[src/rtl/parity_stripe_buffer_if.sv]
`default_nettype none
// ============================================================================
//  Module   : parity_stripe_buffer_if
//  Purpose  : PSL buffer-write / buffer-read bus seen by the parity stripe buffer.
//  Revision : 1.0  initial release
// ============================================================================
interface parity_stripe_buffer_if;
    logic         write_valid;
    logic [0:7]   write_tag;
    logic [0:5]   write_address;
    logic [0:511] write_data;
    logic         read_valid;
    logic [0:7]   read_tag;
    logic [0:5]   read_address;
    logic [0:511] read_data;
    logic [0:7]   read_parity;

    modport master (
        output write_valid, write_tag, write_address, write_data,
        output read_valid, read_tag, read_address,
        input  read_data, read_parity
    );

    modport slave (
        input  write_valid, write_tag, write_address, write_data,
        input  read_valid, read_tag, read_address,
        output read_data, read_parity
    );
endinterface
`default_nettype wire

[src/rtl/parity_stripe_buffer.sv]
`default_nettype none
// ============================================================================
//  Module   : parity_stripe_buffer
//  Purpose  : XOR-accumulates two 128-byte stripe lines into a parity line and
//             serves it back over the PSL buffer-read interface.
//  Revision : 1.0  initial release
// ============================================================================
module parity_stripe_buffer #(
    parameter logic [7:0] STRIPE1_TAG = 8'h01,
    parameter logic [7:0] STRIPE2_TAG = 8'h02,
    parameter logic [7:0] PARITY_TAG  = 8'h03
) (
    input  wire logic                    clock,
    input  wire logic                    reset_n,
    input  wire logic                    clear,
    parity_stripe_buffer_if.slave        bus,
    output logic                         parity_ready,
    output logic                         error,
    output logic [0:31]                  lines_done
);

    typedef enum logic [1:0] {
        ST_COLLECT = 2'd0,
        ST_READY   = 2'd1,
        ST_DRAINED = 2'd2
    } state_t;

    state_t        r_state;
    state_t        w_state_next;

    logic [0:511]  r_acc [0:1];
    logic [0:3]    r_wmask;          // {s1h0, s1h1, s2h0, s2h1}
    logic [0:1]    r_rmask;          // {h0, h1}
    logic [0:3]    w_wmask_next;
    logic [0:1]    w_rmask_next;
    logic [0:511]  r_read_data;
    logic          r_error;
    logic [0:31]   r_lines_done;

    logic          w_wr_is_s1;
    logic          w_wr_is_s2;
    logic          w_wr_stripe;
    logic [1:0]    w_wr_idx;
    logic          w_wr_half;
    logic          w_wr_accept;
    logic          w_wr_err;
    logic          w_rd_parity;
    logic          w_rd_serve;
    logic          w_rd_err;
    logic          w_rd_half;
    logic          w_line_done;
    logic [0:7]    w_read_parity;
    logic          w_unused_addr;

    assign w_wr_is_s1  = (bus.write_tag == STRIPE1_TAG);
    assign w_wr_is_s2  = (bus.write_tag == STRIPE2_TAG);
    assign w_wr_stripe = bus.write_valid && (w_wr_is_s1 || w_wr_is_s2);
    assign w_wr_half   = bus.write_address[5];
    assign w_wr_idx    = {w_wr_is_s2, w_wr_half};
    assign w_wr_accept = w_wr_stripe && (r_state == ST_COLLECT) && !r_wmask[w_wr_idx];
    assign w_wr_err    = w_wr_stripe && !w_wr_accept;

    assign w_rd_parity = bus.read_valid && (bus.read_tag == PARITY_TAG);
    assign w_rd_serve  = w_rd_parity && (r_state != ST_COLLECT);
    assign w_rd_err    = w_rd_parity && (r_state == ST_COLLECT);
    assign w_rd_half   = bus.read_address[5];

    // Only bit 5 of each half-line index selects storage.
    assign w_unused_addr = ^{bus.write_address[0:4], bus.read_address[0:4]};

    always_ff @(posedge clock or negedge reset_n) begin
        if (!reset_n) begin
            r_state <= ST_COLLECT;
        end else begin
            r_state <= w_state_next;
        end
    end

    always_comb begin
        w_state_next = r_state;
        w_wmask_next = r_wmask;
        w_rmask_next = r_rmask;
        w_line_done  = 1'b0;
        if (w_wr_accept) begin
            w_wmask_next[w_wr_idx] = 1'b1;
        end
        if (w_rd_serve && (r_state == ST_READY)) begin
            w_rmask_next[w_rd_half] = 1'b1;
        end
        case (r_state)
            ST_COLLECT: begin
                if (w_wmask_next == 4'b1111) begin
                    w_state_next = ST_READY;
                end
            end
            ST_READY: begin
                if (w_rmask_next == 2'b11) begin
                    w_state_next = ST_DRAINED;
                    w_line_done  = 1'b1;
                end
            end
            ST_DRAINED: begin
                w_state_next = ST_DRAINED;
            end
            default: begin
                w_state_next = ST_COLLECT;
            end
        endcase
        // clear outranks any completion landing in the same cycle
        if (clear) begin
            w_state_next = ST_COLLECT;
            w_line_done  = 1'b0;
        end
    end

    always_ff @(posedge clock or negedge reset_n) begin
        if (!reset_n) begin
            r_acc[0]     <= '0;
            r_acc[1]     <= '0;
            r_wmask      <= '0;
            r_rmask      <= '0;
            r_read_data  <= '0;
            r_error      <= 1'b0;
            r_lines_done <= '0;
        end else begin
            // read data is taken from pre-clear contents, even alongside clear
            if (w_rd_serve) begin
                r_read_data <= r_acc[w_rd_half];
            end else if (bus.read_valid) begin
                r_read_data <= '0;
            end
            if (clear) begin
                r_acc[0] <= '0;
                r_acc[1] <= '0;
                r_wmask  <= '0;
                r_rmask  <= '0;
                r_error  <= 1'b0;
            end else begin
                if (w_wr_accept) begin
                    r_acc[w_wr_half] <= r_acc[w_wr_half] ^ bus.write_data;
                end
                r_wmask <= w_wmask_next;
                r_rmask <= w_rmask_next;
                if (w_wr_err || w_rd_err) begin
                    r_error <= 1'b1;
                end
            end
            if (w_line_done) begin
                r_lines_done <= r_lines_done + 32'd1;
            end
        end
    end

    // Odd parity per doubleword: an all-zero doubleword reports 1.
    generate
        for (genvar i = 0; i < 8; i++) begin : g_dw_parity
            assign w_read_parity[i] = ~^r_read_data[64*i +: 64];
        end
    endgenerate

    assign bus.read_data   = r_read_data;
    assign bus.read_parity = w_read_parity;
    assign parity_ready    = (r_state == ST_READY) || (r_state == ST_DRAINED);
    assign error           = r_error;
    assign lines_done      = r_lines_done;

endmodule
`default_nettype wire
[src/flat_wrapper.sv]
// flat-port wrapper written by rule: the top's interface ports become plain ports
module parity_stripe_buffer_flat 
#(
    parameter logic [7:0] STRIPE1_TAG = 8'h01,
    parameter logic [7:0] STRIPE2_TAG = 8'h02,
    parameter logic [7:0] PARITY_TAG  = 8'h03
)
  (clock, reset_n, clear, parity_ready, error, lines_done, bus_write_valid, bus_write_tag, bus_write_address, bus_write_data, bus_read_valid, bus_read_tag, bus_read_address, bus_read_data, bus_read_parity);
  parity_stripe_buffer_if bus_i ();
  input  wire logic clock;
  input  wire logic reset_n;
  input  wire logic clear;
  output logic parity_ready;
  output logic error;
  output logic [0:31] lines_done;
  input wire logic [$bits(bus_i.write_valid)-1:0] bus_write_valid;
  input wire logic [$bits(bus_i.write_tag)-1:0] bus_write_tag;
  input wire logic [$bits(bus_i.write_address)-1:0] bus_write_address;
  input wire logic [$bits(bus_i.write_data)-1:0] bus_write_data;
  input wire logic [$bits(bus_i.read_valid)-1:0] bus_read_valid;
  input wire logic [$bits(bus_i.read_tag)-1:0] bus_read_tag;
  input wire logic [$bits(bus_i.read_address)-1:0] bus_read_address;
  output wire logic [$bits(bus_i.read_data)-1:0] bus_read_data;
  output wire logic [$bits(bus_i.read_parity)-1:0] bus_read_parity;
  assign bus_i.write_valid = bus_write_valid;
  assign bus_i.write_tag = bus_write_tag;
  assign bus_i.write_address = bus_write_address;
  assign bus_i.write_data = bus_write_data;
  assign bus_i.read_valid = bus_read_valid;
  assign bus_i.read_tag = bus_read_tag;
  assign bus_i.read_address = bus_read_address;
  assign bus_read_data = bus_i.read_data;
  assign bus_read_parity = bus_i.read_parity;
  parity_stripe_buffer #(.STRIPE1_TAG(STRIPE1_TAG), .STRIPE2_TAG(STRIPE2_TAG), .PARITY_TAG(PARITY_TAG)) u_core (.clock(clock), .reset_n(reset_n), .clear(clear), .bus(bus_i), .parity_ready(parity_ready), .error(error), .lines_done(lines_done));
endmodule
[config.mk]
export PLATFORM = sky130hd
export DESIGN_NAME = parity_stripe_buffer_flat
export DESIGN_NICKNAME = d
export VERILOG_FILES = /design/src/rtl/parity_stripe_buffer_if.sv /design/src/rtl/parity_stripe_buffer.sv /design/src/flat_wrapper.sv
export SDC_FILE = /design/constraint.sdc
export NUM_CORES = 2
export LEC_CHECK = 0
export ABC_AREA = 1
export BUFFER_PORTS_ARGS = -buffer_cell sky130_fd_sc_hd__clkbuf_2
export CORE_ASPECT_RATIO = 1.5
export CORE_MARGIN = 8
export CORE_UTILIZATION = 41
export CTS_CLUSTER_DIAMETER = 40
export CTS_CLUSTER_SIZE = 8
export DETAILED_ROUTE_END_ITERATION = 10
export PLACE_DENSITY = 0.69
export SLEW_MARGIN = 20
export SYNTH_ARGS = -nofsm -noshare
export SYNTH_HDL_FRONTEND = slang
export SYNTH_SLANG_ARGS = --single-unit
[constraint.sdc]
create_clock -name clock -period 2.3 [get_ports clock]
set_clock_uncertainty 0.1 [all_clocks]
set_input_delay 0.345 -clock clock [delete_from_list [all_inputs] [get_ports clock]]
set_output_delay 0.345 -clock clock [all_outputs]
set_load 0.05 [all_outputs]
# Word level (Yosys, flattened, before mapping)
# Cells that the tools add are included.
# word_totals
register_bits,1577
output_inout_bits,554
# classes
n_addsub,1
magnitude_cmp,6
eq_ne,9
mux,33
bitwise,6
n_reduce_logical,30
# op_table
cell,count
$mux W512,9
$mux W1024,2
$bwmux W1024,1
$demux W512 S1,1
$reduce_xnor A64 Y1,8
$xor A512 B512 Y512,1
$add A32 B1 Y32 const B,1
$eq A8 B2 Y1 const B,2
$logic_and A1 B1 Y1,11
$mux W2,5
$mux W1,9
$eq A8 B1 Y1 const B,1
$mux W4,2
$reduce_bool A2 Y1,4
$ne A3 B3 Y1 const B,2
$pmux W2 S3,1
$eq A2 B2 Y1 const B,2
$eq A4 B4 Y1 const B,1
$ge A2 B2 Y1 const B,2
$lt A2 B1 Y1 const B,2
$not A1 Y2,2
$or A4 B4 Y4,1
$ge A3 B3 Y1 const B,1
$logic_or A1 B1 Y1,3
10 further kinds,11

# Depth between registers and ports, before layout
# logic_depth
ltp_word,12
mapped_depth,15
ltp_nobuf,15

# Least setup slack after synthesis
# No wires, ideal clock.
# synth_timing
kind,register to output
from,register u_core.r_read_data (netlist bit u_core.bus.read_data[470])
to,output port bus_read_parity[0]
arrival_time_ps,1929
t_required_ps,1855
slack_ps,-74
path_stages_with_launch,14
n_path_buf,0
path_cell_list,dfrtp_1 > xor2_1 > or2_2 > nand2_1 > nand2_1 > nand2_1 > inv_1 > nand2_1 > nand2_1 > nand2_1 > nand2_1 > inv_1 > nand2_1 > nand2_1
# synth_between
elab_chain_len,1
# synth_rtl
item,line_no,text
start: declaration,parity_stripe_buffer.sv:36,logic [0:511] r_read_data;
start signal: assignment,parity_stripe_buffer.sv:128,r_read_data <= r_acc[w_rd_half];
$reduce_xnor A64 Y1,parity_stripe_buffer.sv:157,assign w_read_parity[i] = ~^r_read_data[64*i +: 64];
end: declaration,flat_wrapper.sv:24,output wire logic [$bits(bus_i.read_parity)-1:0] bus_read_parity;
# No other way between the ends.

# Worst setup path after layout
# layout_timing
from,register u_core.r_read_data (netlist bit u_core.bus.read_data[309])
to,output port bus_read_parity[3]
# Same word-level chain as after synthesis.

==> results.toml <==
[status]
violations = "setup timing"
status = "finished with violations"

[placement]
dpl_cell_area_um2 = 92300
pre_cts_ws_ns = -0.194
io_buffers = 1088
post-dp-hpwl_um = 210000
place.gp.congestion = 0.986
dp_cells = 13200

[cells_and_area]
nFillCells = 16600
regArea_um2 = 39600
layout-area-overhead-vs-synth_pct = 33.1
design_area_um2 = 107000
utilization = 0.550
drive_gt1_frac = 0.215
fin_nets = 12000
final_cells = 14100
multi_input_area_um2 = 35000

[floorplanning]
start_util = 0.413
die_h_um = 557
rows = 198
fp.dieArea_um2 = 210000
ioPinCount = 1099
die_x_um = 377
core-area_um2 = 194000

[power]
power_frac_comb = 0.099
total_power_mw = 64.6
internal_power_mw = 48.4
power_leakage_nw = 48.8
p_seq_frac = 0.433
p_sw_mw = 16.2
switching_share = 0.251
cellPowerDensity_nw_per_um2 = 606
ir_drop_mv = 0.689
clockPowerShare = 0.468

[worst_hold_path]
hp-class = "in -> reg"

[worst_setup_path]
critPathLaunchType = "flop"
cpLargestDelayFamily = "simple AND/OR/NAND/NOR gates"
worst-path-buf-inv = 3
critical_path.most_common_cell = "nand2_2"
worst_path_max_delay_cell = "dfrtp_2"
path_cells = "xnor2_1, buf_4, xnor2_2, inv_1, nand2_1, nand2_1, nand2_1, nand2_2, nand2_2, nand2_2, nand2_2, nand2_4, buf_12"
cp.arrival_ns = 2.70
critPathKind = "reg -> out"
slowest_delay_ns = 0.48
end_kind = "output pin"
crit_fanout = 2
crit_required_ns = 1.86

[clock_network]
insertion_delay_ns = 0.85
cts_tree = "done"
clkTransAtPathRegs_ns = 0.05
clk_path_buf_depth = 4
htreeDepth = 4
cts_buffers = 232
cts_sinks = 1577
clockRootBuffer = "clkbuf_16"

[global_route]
grt.busiest_layer = "met2"
use_met3 = 0.0590
overflow = 0
grt_antenna_before_repair = 37
grt_pass1_vias = 78300
grt_pass1_wl_um = 463000
grt_max_degree = 171
grt_use_total = 0.278
grt.met1_usage = 0.342
grt_use_met2 = 0.446

[sta]
max_clock_freq_mhz = 318
finalSetupViolCount = 8
setup_ws_ns = -0.840
min_period_over_period = 1.37
slew_violations = 0
slew-limit-headroom = 0.340
worst_pin_slew_ns = 0.990
timing.hold.ws_ns = 0.0116
rsz0062_at_grt = "yes"
tns_ns = -5.93
fin_crit_ns = 3.14
hold_violations = 0

[routing]
ant_nets = 0
drtIter0Drc = 7987
wire_per_inst_um = 22.0
drtPass1Iterations = 9
via_count = 79400
drc = 0
routed_wl_um = 311000
vias_per_cell = 5.61

[yosys]
synth_area_um2 = 80100
mappedNetlistNets = 10100
synth_warnings = 0
synth.distinct_cells = 32
synth.avg_cell_area_um2 = 8.41
ys_seq_area_frac = 0.493
ys_ff_latch = 1577
syn_inst = 9527

[job]
maxCapViolations = 0
worst paths after layout:
check | from | end | slack, ns | cells past startpoint
max | u_core.bus.read_data[309] | bus_read_parity[3] | -0.84 | 13
min | bus_read_tag[4] | u_core.error | 0.01 | 7
max reg2reg | u_core.r_state[0] | u_core.r_acc[618] | 0.09 | 11
min reg2reg | u_core.r_state[1] | u_core.r_state[1] | 0.38 | 2
max in group asynchronous | reset_n | u_core.bus.read_data[199] | 1.09 | 3
min in group asynchronous | reset_n | u_core.r_acc[586] | 0.23 | 3
sequential cells by signal (all words and copies together), names as in the netlist:
name and flops:
u_core.bus.read_data 512, u_core.error 1, u_core.lines_done 32, u_core.r_acc 1024, u_core.r_rmask 2, u_core.r_state 2
u_core.r_wmask 4
Yosys cell counts:
| cell | n | share of area |
|---|---|---|
| o22ai_1 | 984 | 0.077 |
| a21oi_4 | 1 | 0.00020 |
| nand3_1 | 70 | 0.0044 |
| nor2_2 | 1 | 0.000078 |
| inv_2 | 3 | 0.00014 |
| xor2_1 | 124 | 0.014 |
| o21ai_0 | 2066 | 0.13 |
| nand2_2 | 1 | 0.000078 |
| o22ai_2 | 40 | 0.0062 |
| buf_2 | 77 | 0.0048 |
| nand2_1 | 1879 | 0.088 |
| clkbuf_2 | 1 | 0.000062 |
| xnor2_1 | 825 | 0.090 |
| nor3_2 | 1 | 0.00012 |
| nor3_1 | 18 | 0.0011 |
| inv_1 | 1193 | 0.056 |
| o21a_1 | 1 | 0.000094 |
| nor3b_1 | 1 | 0.000094 |
| or2_2 | 16 | 0.0012 |
| ha_1 | 3 | 0.00047 |
| nor2_4 | 2 | 0.00028 |
| a21oi_1 | 5 | 0.00031 |
| nand4_1 | 31 | 0.0024 |
| nand3_2 | 1 | 0.00012 |
| clkbuf_1 | 486 | 0.023 |
| dfrtp_1 | 1577 | 0.49 |
| buf_6 | 4 | 0.00056 |
| nor2_1 | 51 | 0.0024 |
| nor4_1 | 5 | 0.00039 |
| buf_4 | 48 | 0.0045 |
| buf_1 | 10 | 0.00047 |
| o21bai_1 | 2 | 0.00019 |
cell usage in the layout, fill, tap and decap left out, drive strengths merged:
cell	instances
o21ai	2066
nand2	1880
dfrtp	1577
clkbuf	1343
inv	1198
o22ai	1024
xnor2	825
buf	725
dlygate4sd3	528
xor2	124
nand3	71
nor2	54
diode	32
nand4	31
nor3	19
or2	16
clkinv	10
a21oi	6
nor4	5
ha	3
o21bai	2
clkinvlp	2
nor3b	1
o21a	1
logic make-up after synthesis:
group                    Yosys count  share of synthesized area
buffers and inverters           1822                     0.0892
flip-flops                      1577                      0.493
XOR/XNOR                         949                      0.104
AND/OR/NAND/NOR                 2077                      0.101
adder cells (fa/ha/maj)            3                   0.000469
AO/OA/AOI/OAI                   3099                      0.213
worst reg2reg max path: stages (launching register included):
cell and delay (ns):
dfrtp_1 0.39, inv_1 0.11, ha_4 0.17, nand3_2 0.11, nor2_4 0.14, nor2_4 0.07, a21oi_4 0.14, buf_12 0.18
clkbuf_16 0.29, buf_12 0.14, clkbuf_16 0.17, o22ai_1 0.08
power groups by stage:
stage / registers [mW] / logic (mW) / clock network (mW)
after floorplan: 28.5 / 2.30 / 0
after global placement: 28.4 / 5.19 / 0
after detailed placement: 28.4 / 5.25 / 0
after CTS: 28.0 / 6.12 / 30.6
after global routing: 27.9 / 6.83 / 31.6
final: 28.0 / 6.42 / 30.2
per-layer routing:
metal / share of wire / vias up
li1: - / 35300
met1: 0.37 / 38500
met2: 0.46 / 4558
met3: 0.096 / 946
met4: 0.072 / 30
met5: 0.00056 / -
cell type report:
| type | count | area share |
|---|---|---|
| inverter | 1196 | 0.0422 |
| multi-input combinational | 6128 | 0.329 |
| antenna | 32 | 0.000751 |
| sequential | 1577 | 0.371 |
| clock buffer | 260 | 0.0565 |
| tap | 2600 | 0.0305 |
| clock inverter | 14 | 0.00130 |
| timing repair buffer | 2336 | 0.169 |
timing repair:
action                                 in CTS  in global routing
endpoints found under the hold margin    2283                  3
gates cloned                                0                 10
pin swaps                                 115                 98
setup buffers                              67                 33
hold buffers                              526                  4
setup endpoints to repair                 241                542
gates resized for setup                   245                168
Note: power is estimated with default switching activity, not from simulation.
